## src/rtl/gray2bin_pkg.sv

```systemverilog
// Purpose: shared types and defaults for the bit-serial Gray-to-binary decoder.
// Latency: n/a (declarations only).
// Backpressure: n/a.
package gray2bin_pkg;

    // Decoder control states: waiting for a word, shifting bits out, result on hold
    typedef enum logic [1:0] {
        IDLE = 2'd0,
        BUSY = 2'd1,
        HOLD = 2'd2
    } state_t;

    // Default code width of the decoder
    localparam int GRAY2BIN_WIDTH = 10;

endpackage

```

## src/rtl/dec_gray2bin.sv

```systemverilog
// Purpose: bit-serial Gray-to-binary decoder, one result bit per cycle from the MSB down.
// Latency: WIDTH-1 rising edges from the accepting edge to out_valid.
// Backpressure: in_ready only in IDLE; result held in HOLD until out_ready, no accept on the exit edge.
module dec_gray2bin
    import gray2bin_pkg::*;
#(
    parameter int WIDTH = GRAY2BIN_WIDTH
) (
    input  logic             clk,
    input  logic             rst_n,
    input  logic [WIDTH-1:0] gray,
    input  logic             in_valid,
    output logic             in_ready,
    output logic [WIDTH-1:0] bin,
    output logic             out_valid,
    input  logic             out_ready
);

    // Index counter is at least one bit so WIDTH=1 still elaborates cleanly
    localparam int IW = (WIDTH > 1) ? $clog2(WIDTH) : 1;
    localparam int IDX_TOP_I = (WIDTH > 1) ? WIDTH - 2 : 0;
    localparam logic [IW-1:0] IDX_TOP = IDX_TOP_I[IW-1:0];
    localparam logic [WIDTH-1:0] LSB_ONE = WIDTH'(1);

    state_t           state_q;
    state_t           state_d;
    logic [IW-1:0]    idx_q;
    logic [WIDTH-1:0] gray_q;
    logic [WIDTH-1:0] bin_q;
    logic [WIDTH-1:0] bin_nxt;
    logic [WIDTH-1:0] bit_sel;
    logic             accept;

    // Handshake flags come straight from the state register
    assign in_ready  = (state_q == IDLE);
    assign out_valid = (state_q == HOLD);
    assign bin       = bin_q;
    assign accept    = in_valid && in_ready;

    // Candidate bits: bit i = bin[i+1] ^ gray_reg[i]; only the bit at idx is committed
    assign bin_nxt = (bin_q >> 1) ^ gray_q;
    assign bit_sel = LSB_ONE << idx_q;

    // Next-state logic
    always_comb begin
        state_d = state_q;
        case (state_q)
            IDLE: begin
                if (in_valid) begin
                    state_d = (WIDTH == 1) ? HOLD : BUSY;
                end
            end
            BUSY: begin
                if (idx_q == '0) begin
                    state_d = HOLD;
                end
            end
            HOLD: begin
                if (out_ready) begin
                    state_d = IDLE;
                end
            end
            default: state_d = IDLE;
        endcase
    end

    // State register
    always_ff @(posedge clk or negedge rst_n) begin
        if (!rst_n) begin
            state_q <= IDLE;
        end else begin
            state_q <= state_d;
        end
    end

    // Capture on accept, then resolve one bit per BUSY edge walking towards the LSB
    always_ff @(posedge clk or negedge rst_n) begin
        if (!rst_n) begin
            idx_q  <= '0;
            gray_q <= '0;
            bin_q  <= '0;
        end else if (accept) begin
            gray_q           <= gray;
            bin_q[WIDTH-1]   <= gray[WIDTH-1];
            idx_q            <= IDX_TOP;
        end else if (state_q == BUSY) begin
            bin_q <= (bin_q & ~bit_sel) | (bin_nxt & bit_sel);
            if (idx_q != '0) begin
                idx_q <= idx_q - IW'(1);
            end
        end
    end

endmodule
```

## config.mk

```make
export PLATFORM = sky130hd
export DESIGN_NAME = dec_gray2bin
export DESIGN_NICKNAME = d
export VERILOG_FILES = /design/src/rtl/gray2bin_pkg.sv /design/src/rtl/dec_gray2bin.sv
export SDC_FILE = /design/constraint.sdc
export NUM_CORES = 1
export LEC_CHECK = 0
export BUFFER_PORTS_ARGS = -buffer_cell sky130_fd_sc_hd__buf_2
export CAP_MARGIN = 5
export CORE_MARGIN = 8
export CORE_UTILIZATION = 57
export DETAILED_ROUTE_END_ITERATION = 10
export PLACE_DENSITY = 0.82
export SLEW_MARGIN = 20
export SYNTH_ARGS = -nofsm -noshare
export SYNTH_HDL_FRONTEND = slang
export SYNTH_SLANG_ARGS = --single-unit
```

## constraint.sdc

```tcl
create_clock -name clk -period 2.9 [get_ports clk]
set_input_delay 0.58 -clock clk [delete_from_list [all_inputs] [get_ports clk]]
set_output_delay 0.58 -clock clk [all_outputs]
set_load 0.01 [all_outputs]
```

* After elaboration in Yosys (flattened, before gate mapping)
Cells that the tools add are included.
** Operators by class
- $add $sub $neg :: 1
- Equality and inequality tests :: 5
- Shift operators :: 1
- Muxes and demuxes :: 9
- Bitwise logic cells :: 6
- Reduce and logical (&&, ||, !) cells :: 9
** Operators by type and width (number)
- $and A10 B10 Y10 :: 2
- $mux W4 :: 3
- $mux W10 :: 1
- $not A10 Y10 :: 1
- $or A10 B10 Y10 :: 1
- $shl A1 B4 Y10 const A :: 1
- $xor A9 B10 Y10 :: 1
- $mux W2 :: 3
- $pmux W2 S3 :: 1
- $logic_not A4 Y1 :: 1
- $ne A2 B2 Y1 const B :: 2
- $reduce_and A2 Y1 :: 2
- $reduce_bool A2 Y1 :: 2
- $reduce_bool A4 Y1 :: 1
- $sub A4 B1 Y4 const B :: 1
- $reduce_and A3 Y1 :: 1
- $eq A2 B1 Y1 const B :: 1
- $eq A2 B2 Y1 const B :: 1
- $logic_not A2 Y1 :: 1
- $ne A2 B1 Y1 const B :: 1
- $logic_and A1 B1 Y1 :: 1
- $mux W1 :: 1
- $not A1 Y1 :: 1
** Storage, ports and cells
- Register bits after elaboration :: 26
- Bits of input ports :: 14
- Output and inout port bits :: 12
- Logic and storage cells :: 36

* Depth between registers and ports, before layout
- Depth after elaboration :: 6
- Gate-level depth with buffers :: 5
- Mapped depth without buffers :: 5

* Worst setup path before layout
No wires, ideal clock.
- Path kind :: reg2reg
- Start :: register idx_q[0]
- End :: register (tool-made name)
- Library setup time :: 125 ps
- Arrival time :: 1454 ps
- Data required time :: 2775 ps
- Slack :: 1321 ps
- Cell stages (with the launch flop) :: 6
- Buffers on the path :: 0
- Period minus slack after synthesis :: 1579 ps
- Cells stage by stage :: dfrtp_1 -> inv_1 -> ha_1 -> nand2b_1 -> or3_4 -> mux2_4
** RTL lines
- start: declaration :: RTL line dec_gray2bin.sv:27 : logic [IW-1:0] idx_q;
- start signal: assignment :: RTL line dec_gray2bin.sv:89 : idx_q <= idx_q - IW'(1);

* Final worst setup path
- Start :: register state_q[1]
- End :: output out_valid
** On the way
- Longest elaborated chain between the ends :: 1
** Ends and longest elaborated chain
- start: declaration :: RTL line dec_gray2bin.sv:25 : state_t state_q;
- start signal: assignment :: RTL line dec_gray2bin.sv:72 : state_q <= state_d;
- $eq A2 B2 Y1 :: RTL line dec_gray2bin.sv:36 : assign out_valid = (state_q == HOLD);
- end: declaration :: RTL line dec_gray2bin.sv:15 : output logic out_valid,
Every way passes these cells.

==> out/qor.yml <==
timing:
  max_freq_ghz: 0.5407
  fin_skew_ns: 0.002737
  finalMaxSlewViolations: 0
  min_period_ns: 1.849
  fin_crit_sh: 0.6377
  tightest_slew_ns: 0.5699
  rsz0062_at_grt: "false"
  final_hold_viol_count: 0
  tns_ns: 0
  finalSetupViolations: 0
  holdWs_ns: 0.2358
  slew-limit-headroom: 0.6200
  layout_setup_ws_ns: 1.051
global_route:
  grt_pass1_vias: 962
  antenna_found_initial: 0
  grt_pass1_wl_um: 4360
  grt_start_max_net_pins: 27
  grt-ovfl-total: 0
  grtUsageTotal: 0.1330
synthesis:
  ys_warn_count: 0
  synth_area_leaders: "dfrtp_1 51%, nand2_1 9.6%, ha_1 4.9%, xor2_1 3.4%, xnor2_1 2.7%"
  netlist_area_sq_mm: 0.001287
  synthArstFlopShare: 1.000
  ys_seq_area_frac: 0.5053
  yosys_register_bits: 26
  synth_mux_area_frac: 0.06220
  synthAdderAreaFrac: 0.04859
  synth_top_area_frac: 0.5053
  synth_edf_count: 0
  syn-num-nets: 143
  synthCells: 124
  yosysTopAreaCell: "dfrtp_1"
  ys_types: 34
  synth_xor_area_frac: 0.06122
  synthTopCellsByCount: "33 x nand2_1, 26 x dfrtp_1"
  synth_compound_area_frac: 0.07872
  synthFlopType: "dfrtp_1"
  synthSimpleGateAreaFrac: 0.2148
  synth_top_family_by_area: "simple AND/OR/NAND/NOR gates"
  syn_area_per_cell_sq_um: 10.38
  synth_most_common_cell: "nand2_1"
min_path:
  hp-class: "input pin to async pin"
route:
  remaining_drc_errors: 0
  drt_iter0_drc: 28
  wl_per_cell_um: 14.64
  ant_nets: 0
  viasPerCell: 5.367
  wl_um: 2592
  drt_pass1_iterations: 4
  vias: 950
setup_path:
  regToRegStartpoint: "idx_q[0]"
  start_kind: "register"
  critPathMaxFanout: 8
  arrival_ns: 1.27
  startpoint: "state_q[1]"
  cp.required_ns: 2.32
  cp-end-kind: "primary output"
  critPathKind: "register to primary output"
cts:
  cts.sink_count: 26
  cts_resized: 0
  cts-root-buf: "clkbuf_4"
  cts_buffers: 3
  post_cts_buffers: 0
  cts_hold_buf: 0
  htreeDepth: 1
  cts_tree: "yes"
  clk_latency_ns: 0.31
  cts.clk_slew.worst_paths_ns: 0.13
  cts_max_path_buffers: 2
power_and_ir_drop:
  p_leak_nw: 0.7365
  intPower_mw: 0.9180
  seq_power_share: 0.459
  p_comb_frac: 0.445
  fin_total_pwr_mw: 1.572
  vdd_drop_max_v: 0.0007091
  switching_share: 0.4158
  power_density_mw_per_mm2: 1077
  p_switching_mw: 0.6535
  pwr-share-clk: 0.097
floorplan:
  die_area_sq_mm: 0.004035
  start_util: 0.5934
  ios: 26
  row_count: 17
  die_x_um: 63.53
  coreArea_sq_mm: 0.002170
  die_h_um: 63.53
finish:
  fin_nets: 170
  syn_to_final_growth_pct: 13.31
  diodes: 0
  layout-drive-gt1-share: 0.2483
place:
  dp.final_hpwl_um: 1955
  routabilityCongestion: 0.8191
  pre_cts_ws_ns: 1.169
  port_buffers: 25
job:
  drv_cap: 0
outcome:
  status: "complete, no violations"
-- kinds of logic after synthesis --
group / Yosys count
muxes: 7
and+or+nand+nor: 52
xor gates and xnor gates: 9
adders and majority gates: 5
buffers and inverters: 9
AOI/OAI and AO/OA: 16
DFF: 26
-- per-stage QoR --
| step | instance area (sq um) | utilization | std cells |
|---|---|---|---|
| floorplan | 1287 | - | 124 |
| global placement | 1436 | 0.6621 | 174 |
| detailed placement | 1436 | 0.6621 | 174 |
| CTS | 1459 | 0.6724 | 177 |
| global route | 1459 | 0.6724 | 177 |
| finish | 1459 | 0.6724 | 177 |
-- path summary, 6_finish.rpt --
kind / end / slack, ns / depth (start not counted)
setup / recovery: out_valid / 1.05 / 3
hold / removal: async pin / 0.24 / 1
setup reg to reg: idx_q[1] / 1.13 / 5
hold reg to reg: gray_q[2] / 0.51 / 2
max in group asynchronous: async pin / 2.29 / 1
min in group clk: gray_q[7] / 0.44 / 3
-- worst max-delay path: stages, from the launching register on --
cell and delay (ns):
dfrtp_1 0.52, or2b_1 0.27, inv_1 0.05, buf_2 0.12
-- cell usage in the layout (no fill, tap or decap), types with 2 or more instances in the layout --
| master | Yosys | final |
|---|---|---|
| nand2_1 | 33 | 33 |
| dfrtp_1 | 26 | 26 |
| xnor2_1 | 4 | 4 |
| mux2i_1 | 2 | 2 |
| a21oi_1 | 3 | 3 |
| mux2_1 | 2 | 2 |
| o21ai_0 | 5 | 5 |
| xor2_1 | 5 | 5 |
| nand3b_1 | 3 | 3 |
| a31oi_1 | 3 | 3 |
| a41oi_1 | 2 | 2 |
| inv_1 | 5 | 5 |
| mux2_2 | 2 | 2 |
| ha_1 | 5 | 5 |
| clkbuf_4 | 0 | 3 |
| buf_2 | 3 | 25 |
| nor3b_1 | 3 | 3 |
-- layer usage --
metal  vias up  part of all wire  track usage
met3         2             0.073      0.05124
met2        28              0.50       0.2231
met5         -                 0            0
met1       446              0.42       0.1483
li1        474                 -            -
met4         0            0.0069      0.05014
-- power groups by stage --
stage          Clock, mW  Sequential (mW)  Combinational, mW
2_1_floorplan          0            0.703              0.498
4_1_cts            0.154            0.721              0.711
5_1_grt            0.167            0.750              0.789
6_report           0.152            0.721              0.699
3_3_place_gp           0            0.715              0.678
3_5_place_dp           0            0.730              0.708
-- layout make-up --
cell class,instances,area (sq um)
fillers,207,710.7
flip-flops and latches,26,650.6
multi-input cells,89,599.3
repair buffers,26,132.6
well taps,28,35.03
clock buffers,3,22.52
inverters,5,18.77
No activity file was read; power rests on OpenSTA's default activity.
